File: src/rtl/uart_rx.sv
// UART receive deserializer: 16x-oversampled start/data/parity/stop framing
// with 5-8 data bits, optional parity, and pe/fe/bi flags valid alongside push.
module uart_rx (
  input  logic       clk,
  input  logic       rst,
  input  logic       baud_pulse,
  input  logic       rx,
  input  logic       pen,
  input  logic       eps,
  input  logic       sticky_parity,
  input  logic [1:0] wls,
  output logic [7:0] rx_out,
  output logic       push,
  output logic       pe,
  output logic       fe,
  output logic       bi
);

  typedef enum logic [2:0] {
    S_IDLE,
    S_START,
    S_DATA,
    S_PARITY,
    S_STOP
  } state_e;

  state_e     state_q, state_d;
  logic [3:0] cnt_q, cnt_d;
  logic [2:0] bitidx_q, bitidx_d;
  logic [7:0] data_q, data_d;
  logic       par_q, par_d;
  logic [7:0] rx_out_q, rx_out_d;
  logic       push_q, push_d;
  logic       pe_q, pe_d;
  logic       fe_q, fe_d;
  logic       bi_q, bi_d;

  logic       last_bit;
  logic       exp_par;

  // Index of the final data bit is N-1 = 4 + wls.
  assign last_bit = (bitidx_q == {1'b1, wls});
  // data_q is cleared on frame entry, so unused upper bits never disturb the XOR.
  assign exp_par  = sticky_parity ? ~eps : (eps ? ^data_q : ~^data_q);

  // NOTE: every _d gets its hold value first so no path through the case infers a latch.
  always_comb begin
    state_d  = state_q;
    cnt_d    = cnt_q;
    bitidx_d = bitidx_q;
    data_d   = data_q;
    par_d    = par_q;
    rx_out_d = rx_out_q;
    pe_d     = pe_q;
    fe_d     = fe_q;
    bi_d     = bi_q;
    push_d   = 1'b0;

    if (baud_pulse) begin
      case (state_q)
        S_IDLE: begin
          if (!rx) begin
            state_d = S_START;
            cnt_d   = 4'd0;
          end
        end
        S_START: begin
          if (cnt_q == 4'd7) begin
            cnt_d = 4'd0;
            if (!rx) begin
              state_d  = S_DATA;
              bitidx_d = 3'd0;
              data_d   = 8'h00;
            end else begin
              state_d = S_IDLE;
            end
          end else begin
            cnt_d = cnt_q + 4'd1;
          end
        end
        S_DATA: begin
          if (cnt_q == 4'd15) begin
            cnt_d            = 4'd0;
            data_d[bitidx_q] = rx;
            if (last_bit) begin
              state_d = pen ? S_PARITY : S_STOP;
            end else begin
              bitidx_d = bitidx_q + 3'd1;
            end
          end else begin
            cnt_d = cnt_q + 4'd1;
          end
        end
        S_PARITY: begin
          if (cnt_q == 4'd15) begin
            cnt_d   = 4'd0;
            par_d   = rx;
            state_d = S_STOP;
          end else begin
            cnt_d = cnt_q + 4'd1;
          end
        end
        S_STOP: begin
          if (cnt_q == 4'd15) begin
            cnt_d    = 4'd0;
            state_d  = S_IDLE;
            push_d   = 1'b1;
            rx_out_d = data_q;
            fe_d     = ~rx;
            pe_d     = pen & (par_q != exp_par);
            bi_d     = (data_q == 8'h00) & ~rx & (~pen | ~par_q);
          end else begin
            cnt_d = cnt_q + 4'd1;
          end
        end
        default: begin
          state_d = S_IDLE;
          cnt_d   = 4'd0;
        end
      endcase
    end
  end

  // NOTE: the data shift register is reset along with control state so a
  // post-reset push can never expose stale bits from an aborted frame.
  always_ff @(posedge clk or posedge rst) begin
    if (rst) begin
      state_q  <= S_IDLE;
      cnt_q    <= 4'd0;
      bitidx_q <= 3'd0;
      data_q   <= 8'h00;
      par_q    <= 1'b0;
      rx_out_q <= 8'h00;
      push_q   <= 1'b0;
      pe_q     <= 1'b0;
      fe_q     <= 1'b0;
      bi_q     <= 1'b0;
    end else begin
      // NOTE: non-blocking so every register updates from the same pre-edge values.
      state_q  <= state_d;
      cnt_q    <= cnt_d;
      bitidx_q <= bitidx_d;
      data_q   <= data_d;
      par_q    <= par_d;
      rx_out_q <= rx_out_d;
      push_q   <= push_d;
      pe_q     <= pe_d;
      fe_q     <= fe_d;
      bi_q     <= bi_d;
    end
  end

  assign rx_out = rx_out_q;
  assign push   = push_q;
  assign pe     = pe_q;
  assign fe     = fe_q;
  assign bi     = bi_q;

endmodule

File: config.mk
export PLATFORM = sky130hd
export DESIGN_NAME = uart_rx
export DESIGN_NICKNAME = d
export VERILOG_FILES = /design/src/rtl/uart_rx.sv
export SDC_FILE = /design/constraint.sdc
export NUM_CORES = 1
export LEC_CHECK = 0
export ABC_CLOCK_PERIOD_IN_PS = 1900
export CAP_MARGIN = 20
export CORE_UTILIZATION = 35
export DETAILED_ROUTE_END_ITERATION = 6
export GPL_TIMING_DRIVEN = 0
export PLACE_DENSITY = 0.6
export SYNTH_ARGS = -nofsm -noshare
export SYNTH_HDL_FRONTEND = slang
export SYNTH_SLANG_ARGS = --single-unit
File: constraint.sdc
create_clock -name clk -period 1.9 [get_ports clk]
set_input_delay 0.38 -clock clk [delete_from_list [all_inputs] [get_ports clk]]
set_output_delay 0.38 -clock clk [all_outputs]
set_load 0.005 [all_outputs]
==> results.cfg <==
[outcome]
status = finished, final reports clean

[timing]
whs_ns = 0.327
fin_setup_tns_ns = 0
max_clock_freq_ghz = 0.551
maxSlewHeadroom_pct = 58.8
worstMarginPinSlew_ns = 0.617
hold_viol_final = 0
rsz0062_at_grt = no
fin_skew_ns = 0.00415
slew_violations = 0
worst_slack_ns = 0.0847
finalSetupViolCount = 0
post-route-period-util_pct = 95.5
finalCriticalPeriod_ns = 1.82

[floorplan]
die_w_um = 74.4
rows = 25
ioPinCount = 21
core_um2 = 4880
start_util_pct = 37.6
die_y_um = 74.4
die_area_um2 = 5530

[finish]
antenna_cells_inserted = 0
nNetsFinal = 217
syn_to_final_growth_pct = 22.9
drive_gt1_share_pct = 17.7
finalNonFillerCells = 270

[placed_design]
placed_cells = 262
io_buffers = 18
pre_cts_slack_ns = -0.00733
dpl.hpwl_um = 2640
gp_congestion = 0.742

[cts]
clock_path_buffers = 2
cts_root_buf = clkbuf_8
cts_sinks = 31
cts_buffers = 5
clk_pin_slew_ns = 0.07
clk-insertion-delay-late_ns = 0.28
cts_tree = built
htree_levels = 2

[global_route]
grt_start_max_net_pins = 19
grt_pass1_wl_um = 6040
grtUsageTotal_pct = 14.5
grt_pass1_vias = 1265
grt_antenna_before_repair = 0
grt_overflow = 0

[synth]
ys_seq_area_share_pct = 42.3
synth_edf_count = 0
synth_cell_type_count = 50
synth.top_cell.area_share_pct = 42.3
avgSynthCellArea_um2 = 10.4
syn_area_um2 = 1830
async_flop_share_pct = 100
synthTopCellsByCount = 31 x dfrtp_1, 16 x inv_1, 15 x o21ai_0, 11 x nand2_1, 10 x nor2_1
synth_area_leaders = dfrtp_1 42%, ha_1 4.1%, o21ai_0 4.1%
synth_flop_cell = dfrtp_1
yosys.area.top_type = dfrtp_1
yosys_warnings = 0
ys_seq_elements = 31
syn_nets = 191
syn_inst = 176
yosys.cell_count.top_type = dfrtp_1

[route]
drtIter0Drc = 34
ant_nets = 0
vias_per_cell = 5.08
num_vias = 1372
first_pass_iters = 4
wl_um = 3560
route.detailed.drc = 0
wire_per_inst_um = 13.2

[power_and_ir_drop]
p_leak_nw = 0.984
power.density_nw_per_um2 = 1130
ir_worst_vdd_mv = 0.648

[worst_setup_path]
crit_arrival_ns = 1.98
r2r_end = rx_out[3]$_DFFE_PP0P_
rr_startpoint = cnt_q[0]$_DFFE_PP0P_
reg2regPathDepth = 6
worst_setup_path_start_kind = flop
r2r_slack_ns = 0.08
slowest_delay_ns = 0.41
worstSetupEndpoint = rx_out[3]$_DFFE_PP0P_
crit_fanout = 10
slowest_stage = dfrtp_1
startpoint = cnt_q[0]$_DFFE_PP0P_
cp-end-kind = flop
critical_path_class = flop to flop
worstPathCellList = ha_1 -> and3_2 -> and4_1 -> buf_4 -> buf_6 -> mux2_1
worst_ep_required_time_ns = 2.06

[run]
drv_cap = 0

[hold_path]
hold_path.class = input pin to flop
[metrics by stage]
| stage | utilization (%) | power (mW) | cell area [um2] |
|---|---|---|---|
| floorplan | - | 1.67 | 1830 |
| global placement | 43.0 | 1.84 | 2100 |
| detailed placement | 43.5 | 1.85 | 2120 |
| CTS | 46.0 | 2.55 | 2240 |
| global route | 46.2 | 2.72 | 2250 |
| finish | 46.2 | 2.54 | 2250 |
[registers in the layout, indices dropped and copies added (netlist names)]
signal,cells
fe,1
pe,1
push,1
state_q,3
bi,1
rx_out,8
cnt_q,4
data_q,8
bitidx_q,3
par_q,1
[cell families after synthesis]
| family | after synthesis | share of synthesized area [%] |
|---|---|---|
| mux | 14 | 8.87 |
| buf+inv | 28 | 8.05 |
| xor+xnor | 9 | 5.32 |
| compound gates | 42 | 17.3 |
| fa+ha+maj | 6 | 4.10 |
| flops | 31 | 42.3 |
| simple gates | 46 | 14.0 |
[cell usage in the layout (no fill, tap or decap), drive strengths merged, types with 5 or more instances in the layout]
cell type,n
buf,9
clkbuf,9
clkdlybuf4s50,18
dfrtp,31
ha,6
inv,17
mux2,12
nand2,11
nand3,6
nor2,10
o21ai,16
xnor2,5
[layer usage]
layer	global-route usage [%]	part of all wire, %
met1	19.2	48
met2	23.3	48
met3	3.39	3.3
met4	4.40	0.81
met5	0	0
[how the worst min path moves through the flow]
stage / depth (start not counted) / endpoint / start / slack, ns
finish: 2 / fe$_DFFE_PP0P_ / rx / 0.33
global route: 2 / fe$_DFFE_PP0P_ / rx / 0.33
CTS: 2 / fe$_DFFE_PP0P_ / rx / 0.32
detailed placement: 1 / rx_out[1]$_DFFE_PP0P_ / rx_out[1]$_DFFE_PP0P_ / 0.47
global placement: 1 / rx_out[1]$_DFFE_PP0P_ / rx_out[1]$_DFFE_PP0P_ / 0.47
floorplan: 1 / rx_out[2]$_DFFE_PP0P_ / data_q[2]$_DFFE_PP0P_ / 0.46
[power by group]
group	internal (mW)	leakage (nW)	switching (mW)
Sequential	0.762	0.413	0.0825
Combinational	0.452	0.509	0.570
Clock	0.424	0.0612	0.251
Total	1.64	0.984	0.904
[final cells by class]
type	count	area, um2
tap	67	83.8
fill	491	2630
clock inverter	2	35.0
sequential	31	776
inverter	17	63.8
multi-input combinational	117	920
buffer	11	83.8
timing repair buffer	19	208
clock buffer	6	82.6
[repair_timing]
action	CTS	global route
cloned	0	0
resized for setup	1	2
hold buffers	0	0
endpoints found under the setup margin	6	10
buffers inserted	0	0
[critical path: cells and delay by family, from the launching register on]
kind	cells	cell delay [ns]
simple gates	2	0.45
mux	1	0.31
flops	1	0.41
buf+inv	2	0.29
fa+ha+maj	1	0.25
No activity file was read; power rests on OpenSTA's default activity.
